### src/rtl/sum_acc_pkg.sv
// Shared types and default widths for the sum accumulator stage.
package sum_acc_pkg;

  localparam int unsigned DEF_IN_W  = 19;
  localparam int unsigned DEF_CNT_W = 8;
  localparam int unsigned DEF_ACC_W = DEF_IN_W + DEF_CNT_W;

  typedef enum logic [1:0] {
    IDLE  = 2'd0,
    ACCUM = 2'd1,
    DONE  = 2'd2
  } state_t;

endpackage

### src/rtl/sum_accumulator_dff.sv
// Accumulates a programmed number of valid adder sums into a wide total and
// strobes the result for one cycle.
module sum_accumulator_dff
  import sum_acc_pkg::*;
#(
  parameter int unsigned IN_W  = DEF_IN_W,
  parameter int unsigned CNT_W = DEF_CNT_W,
  parameter int unsigned ACC_W = IN_W + CNT_W
) (
  input  logic             clk,
  input  logic             rstn,
  input  logic             start,
  input  logic             clr,
  input  logic [CNT_W-1:0] count_n,
  input  logic [IN_W-1:0]  sum_in,
  input  logic             sum_vld,
  output logic [ACC_W-1:0] acc_out,
  output logic             acc_vld,
  output logic             busy
);

  state_t             r_state;
  state_t             w_state_nxt;
  logic [ACC_W-1:0]   r_acc;
  logic [CNT_W-1:0]   r_rem;
  logic [ACC_W-1:0]   r_acc_out;
  logic               r_acc_vld;
  logic               r_busy;
  logic               w_last;
  logic [ACC_W-1:0]   w_acc_sum;

  assign w_last    = (r_rem == CNT_W'(1));
  assign w_acc_sum = r_acc + ACC_W'(sum_in);

  // Next-state logic; clr overrides every transition.
  always_comb begin
    w_state_nxt = r_state;
    case (r_state)
      IDLE:    if (start) w_state_nxt = (count_n == '0) ? DONE : ACCUM;
      ACCUM:   if (sum_vld && w_last) w_state_nxt = DONE;
      DONE:    w_state_nxt = IDLE;
      default: w_state_nxt = IDLE;
    endcase
    if (clr) w_state_nxt = IDLE;
  end

  always_ff @(posedge clk or negedge rstn) begin
    if (!rstn) r_state <= IDLE;
    else       r_state <= w_state_nxt;
  end

  // Datapath: accumulator, remaining-count and registered outputs.
  always_ff @(posedge clk or negedge rstn) begin
    if (!rstn) begin
      r_acc     <= '0;
      r_rem     <= '0;
      r_acc_out <= '0;
      r_acc_vld <= 1'b0;
      r_busy    <= 1'b0;
    end else begin
      r_acc_vld <= (w_state_nxt == DONE);
      r_busy    <= (w_state_nxt != IDLE);
      if (clr) begin
        r_acc     <= '0;
        r_rem     <= '0;
        r_acc_out <= '0;
      end else begin
        case (r_state)
          IDLE: begin
            if (start) begin
              r_acc     <= '0;
              r_rem     <= count_n;
              r_acc_out <= '0;
            end
          end
          ACCUM: begin
            if (sum_vld) begin
              r_acc <= w_acc_sum;
              r_rem <= r_rem - CNT_W'(1);
              if (w_last) r_acc_out <= w_acc_sum;
            end
          end
          default: ;
        endcase
      end
    end
  end

  assign acc_out = r_acc_out;
  assign acc_vld = r_acc_vld;
  assign busy    = r_busy;

endmodule

### config.mk
export PLATFORM = sky130hd
export DESIGN_NAME = sum_accumulator_dff
export DESIGN_NICKNAME = d
export VERILOG_FILES = /design/src/rtl/sum_acc_pkg.sv /design/src/rtl/sum_accumulator_dff.sv
export SDC_FILE = /design/constraint.sdc
export NUM_CORES = 1
export LEC_CHECK = 0
export BUFFER_PORTS_ARGS = -buffer_cell sky130_fd_sc_hd__buf_2
export CORE_ASPECT_RATIO = 1.1
export CORE_MARGIN = 3
export CORE_UTILIZATION = 55
export CTS_CLUSTER_SIZE = 30
export DETAILED_ROUTE_END_ITERATION = 8
export PLACE_DENSITY_LB_ADDON = 0.3
export RECOVER_POWER = 50
export REMOVE_ABC_BUFFERS = 1
export SYNTH_ARGS = -nofsm -noshare
export SYNTH_HDL_FRONTEND = slang
export SYNTH_SLANG_ARGS = --single-unit
### constraint.sdc
create_clock -name clk -period 4.1 [get_ports clk]
set_input_delay 0.205 -clock clk [delete_from_list [all_inputs] [get_ports clk]]
set_output_delay 0.205 -clock clk [all_outputs]
set_load 0.03 [all_outputs]
======== Word level (Yosys, flattened, before mapping) ========
Cells that the tools add are included.
storage, ports and cells
  input bits .............................. 32
  register bits ........................... 66
  output and inout bits ................... 29
operators by class
  $add $sub $neg .......................... 2
  equality and inequality tests ........... 6
  muxes and demuxes ....................... 17
  reduce and logical (&&, ||, !) cells .... 7
operators by type and width
  kind                 number
  $mux 27              6
  $pmux 27 s2          2
  $add 27x19->27       1
  $mux 8               3
  $pmux 8 s2           1
  $ne 3x3->1 const B   3
  $eq 8x1->1 const B   1
  $logic_not 8->1      1
  $mux 2               4
  $sub 8x1->8 const B  1
  $pmux 2 s2           1
  $reduce_and 4->1     1
  $reduce_and 3->1     1
  $reduce_bool 3->1    1
  $eq 2x1->1 const B   1
  $eq 2x2->1 const B   1
  $logic_not 2->1      1
  $reduce_bool 2->1    1
  $logic_and 1x1->1    1

======== Logic depth before layout (Yosys ltp) ========
  depth after elaboration ................. 6
  depth in mapped cells ................... 9
  mapped depth without buffers ............ 8

======== Worst setup path after synthesis ========
Ideal clock, no wire load.
  path kind ............................... register to register
  from .................................... register r_acc[0]
  to ...................................... register r_acc_out[26], in the netlist acc_out[26]
  slack ................................... 1581 ps
  arrival ................................. 2394 ps
  path buffers ............................ 0
  cell stages (with the launch flop) ...... 9
  setup time .............................. 126 ps
  cells stage by stage .................... dfrtp_1 -> ha_1 -> fa_1 -> a21o_1 -> a221o_1 -> and3_4 -> or3_4 -> a221oi_2 -> o21ai_1
between the ends
  word-level cells in the longest chain between the ends .. 5
RTL lines
  what                    RTL line                   RTL
  from (decl)             sum_accumulator_dff.sv:24  logic [ACC_W-1:0] r_acc;
  from (signal assigned)  sum_accumulator_dff.sv:78  r_acc <= w_acc_sum;
  $add 27x19->27          sum_accumulator_dff.sv:33  assign w_acc_sum = r_acc + ACC_W'(sum_in);
  $mux 27                 sum_accumulator_dff.sv:80  if (w_last) r_acc_out <= w_acc_sum;
  $mux 27                 sum_accumulator_dff.sv:77  if (sum_vld) begin
  $pmux 27 s2             sum_accumulator_dff.sv:68  case (r_state)
  $mux 27                 sum_accumulator_dff.sv:63  if (clr) begin
  to (signal assigned)    sum_accumulator_dff.sv:80
  to (decl)               sum_accumulator_dff.sv:26  logic [ACC_W-1:0] r_acc_out;
No other way between the ends. The select of a mux whose other input is x is not followed.
A chain may end at the register's enable or synchronous reset.

======== Final worst setup path ========
  from .................................... register r_rem[3]
  to ...................................... register r_acc_out[24], in the netlist acc_out[24]
between the ends
  word-level cells in the longest chain between the ends .. 3
RTL lines
  what                        RTL line                   RTL
  from (decl)                 sum_accumulator_dff.sv:25  logic [CNT_W-1:0] r_rem;
  from (signal assigned)      sum_accumulator_dff.sv:72  r_rem <= count_n;
  from (signal assigned)      sum_accumulator_dff.sv:79  r_rem <= r_rem - CNT_W'(1);
  $eq 8x1->1                  sum_accumulator_dff.sv:32  assign w_last = (r_rem == CNT_W'(1));
  $ne 3x3->1 (no line)        --
  $reduce_and 4->1 (no line)  --
No other way between the ends.

==> flow_summary_export.csv <==
group,metric,value,unit
placement,portBuffers,60,
clock_tree,clock_tree.root_cell,"clkbuf_8",
clock_tree,clock_sinks,66,
route,drtIter0Drc,230,
route,dr_wl_met3,530,um
clock_tree,htree_levels,3,
global_routing,grt.total_usage,23.7,%
route,met1_length,4.60,mm
power_and_ir_drop,power.total,1.64,mW
route,num_vias,3753,
min_path,whs_endpoint,"busy$_DFF_PN0_",
route,avgRoutedWirePerCell,16.3,um
global_routing,overflow,0,
floorplan,core.rowCount,32,
min_path,hold_depth,3,
yosys,netlist.area_leader.share,39.5,%
global_routing,grt_max_degree,44,
min_path,hp-start,"start",
setup_path,crit_required,4.35,ns
setup_path,r2r_end,"acc_out[24]$_DFFE_PN0P_",
setup_path,cp.arrival,2.98,ns
run,maxCapViolCount,1,
setup_path,max_stage_delay,0.75,ns
setup_path,critical_path_peak_fanout,8,
setup_path,cp_slowest_cell,"nor4_1",
sta,slew_violations,35,
layout,num-nets-final,582,
route,top_layer,"met4",
power_and_ir_drop,leakage,2.16,nW
setup_path,rrSetupSlack,1.37,ns
route,drtPass1Iterations,5,
floorplan,dieArea,0.00870,mm2
floorplan,die_x,89.2,um
yosys,synth_edf_count,0,
setup_path,crit_type,"flop to flop",
sta,tightest_slew,1.91,ns
setup_path,worstPathCellList,"or3_4 -> nor4_1 -> o31a_1 -> nand2_1 -> o31ai_1",
sta,period_share,66.7,%
layout,nFillCells,613,
floorplan,start_util,58.1,%
route,detail-route-antenna-nets,0,
power_and_ir_drop,p_per_area,349,mW/mm2
route,drc,0,
min_path,hp-class,"primary input to flop",
yosys,netlist_area,0.00419,mm2
power_and_ir_drop,ir_drop,227,uV
clock_tree,cts_setup_buffers,0,
layout,area_delta_synth_final,12.0,%
sta,fmax,366,MHz
floorplan,core_area,0.00721,mm2
outcome,violations,"capacitance limit, slew limit",
outcome,status,"finished with violations",
setup_path,r2r_start,"r_rem[3]$_DFFE_PN0P_",
sta,finalHoldViolCount,0,
setup_path,r2r_cells,5,
global_routing,antenna_found_initial,0,
placement,place_congestion,0.951,
clock_tree,holdBufCountCts,1,
sta,maxSlewHeadroom,-27.3,%
route,via_per_inst,6.08,
sta,finalCriticalPeriod,2.73,ns
route,wl_met2,4.78,mm
yosys,synth-seq-area-share,39.5,%
yosys,ys_types,67,
yosys,async_flop_share,100,%
clock_tree,cts_tree,"built",
sta,rsz0062_at_grt,"false",
clock_tree,cts_max_path_buffers,2,
setup_path,critPathCaptureType,"flop",
route,finalWirelength,10.0,mm
global_routing,grt_pass1_vias,3641,
setup_path,startpoint_type,"flop",
global_routing,grt_pass1_wl,16.5,mm
yosys,synthTopCellsByArea,"dfrtp_1 (39%), nand2_1 (6.7%), ha_1 (6.3%)",
layout,drive_gt1_share,13.5,%
yosys,synth_area_per_cell,8.83,um2
clock_tree,clock_latency,0.34,ns
floorplan,dieHeight,97.5,um
placement,dpl.hpwl,7.35,mm
sta,clock-skew-final,0.0104,ns
yosys,synthCells,474,
yosys,yosysWarnings,0,
sta,setup_viol,0,
yosys,netlist.top_cell.by_area,"dfrtp_1",
clock_tree,cts_buffers,9,
clock_tree,clk_pin_slew,0.07,ns
sta,tns,0,ns
yosys,synth_flop_cell,"dfrtp_1",
layout,finish.utilization,65.1,%
yosys,ys_ff_latch,66,
clock_tree,cts_resized,0,
layout,antenna_cells,0,
sta,whs,0.147,ns
floorplan,io-pin-count,61,
## worst max-delay path by stage
| stage | start | to | slack [ns] |
|---|---|---|---|
| after floorplan | r_rem[0]$_DFFE_PN0P_ | acc_out[12]$_DFFE_PN0P_ | 1.26 |
| final | r_rem[3]$_DFFE_PN0P_ | acc_out[24]$_DFFE_PN0P_ | 1.37 |
| after global routing | rstn | acc_out[12]$_DFFE_PN0P_ | 1.06 |
| after CTS | r_acc[0]$_DFFE_PN0P_ | r_acc[22]$_DFFE_PN0P_ | 1.39 |
| after detailed placement | r_acc[0]$_DFFE_PN0P_ | r_acc[24]$_DFFE_PN0P_ | 1.41 |
| after global placement | r_acc[0]$_DFFE_PN0P_ | acc_out[26]$_DFFE_PN0P_ | 1.48 |
## metrics by stage
step                worst slack, ns  std cells  area (um2)
floorplan                      1.26        450        4090
global placement               1.48        601        4550
detailed placement             1.41        601        4550
CTS                            1.39        617        4740
global route                   1.06        617        4690
finish                         1.37        617        4690
## Yosys cell counts (all sizes together) (4+ instances only)
library cell / number
xor2: 10
a21o: 10
nand4: 4
or3: 4
xnor2: 6
buf: 8
nor3: 11
nor4: 9
o21a: 4
a22o: 9
dfrtp: 66
and3: 6
nor2: 38
ha: 21
mux2: 7
and2: 5
clkbuf: 16
inv: 10
o31ai: 16
nand3: 10
a21oi: 32
o21ai: 37
o211ai: 8
nand2b: 4
nand2: 75
## logic make-up (layout without fill, tap and decap cells)
family	count (synthesis)	after routing	synth area share, %
adders and majority gates	22	22	6.75
muxes	9	9	2.36
xor gates and xnor gates	16	16	3.35
and+or+nand+nor	175	175	19.8
AOI/OAI and AO/OA	152	152	25.0
buffers and inverters	34	92	3.29
DFF	66	66	39.4
## where the power goes
group / leakage, nW / internal (mW) / total [mW] / switching [mW]
Sequential: 0.902 / 0.689 / 0.715 / 0.0260
Clock: 0.0962 / 0.293 / 0.536 / 0.243
Combinational: 1.17 / 0.134 / 0.386 / 0.253
Total: 2.16 / 1.12 / 1.64 / 0.522
## state kept, by name (all words and copies together), names as in the netlist
name / cells
acc_out: 27
acc_vld: 1
busy: 1
r_acc: 27
r_rem: 8
r_state: 2
## cell usage in the layout, fill, tap and decap left out, types with 3 or more instances in the layout
cell and instances:
o21a_1 4, buf_4 5, a21boi_0 3, nand4_1 4, and2_1 5, a21o_1 9, o211ai_1 5, buf_2 30
nor2_1 37, clkbuf_8 10, o21ai_0 36, o41ai_1 3, nor3_1 11, mux2_2 6, ha_1 21, a22o_1 9
o211ai_2 3, a21oi_1 32, a31oi_1 3, nor4_1 9, nor2b_1 3, nand2_1 75, nand2b_1 4, dfrtp_1 66
and3_1 4, a211oi_1 3, o31ai_1 15, xnor2_1 6, inv_1 10, clkbuf_1 32, nand3_1 9, xor2_1 10
## critical path, delay by kind of cell (launching register included)
kind / cells / cell delay (ns)
flops: 1 / 0.43
simple gates: 3 / 1.40
compound gates: 2 / 0.80
## layer usage
| metal | vias to the layer above | GRT usage [%] |
|---|---|---|
| li1 | 1838 | - |
| met1 | 1773 | 31.7 |
| met2 | 125 | 38.3 |
| met3 | 17 | 4.24 |
| met4 | 0 | 7.79 |
| met5 | - | 0 |
## final cells by class
type | count | area [um2] | area share, %
clock buffers | 12 | 145 | 3.09
clock inverters | 3 | 40.0 | 0.854
inverters | 10 | 37.5 | 0.800
multi-input cells | 374 | 2390 | 51.0
flip-flops and latches | 66 | 1650 | 35.2
well taps | 85 | 106 | 2.27
repair buffers | 67 | 315 | 6.72
(Power assumes the default switching activity.)
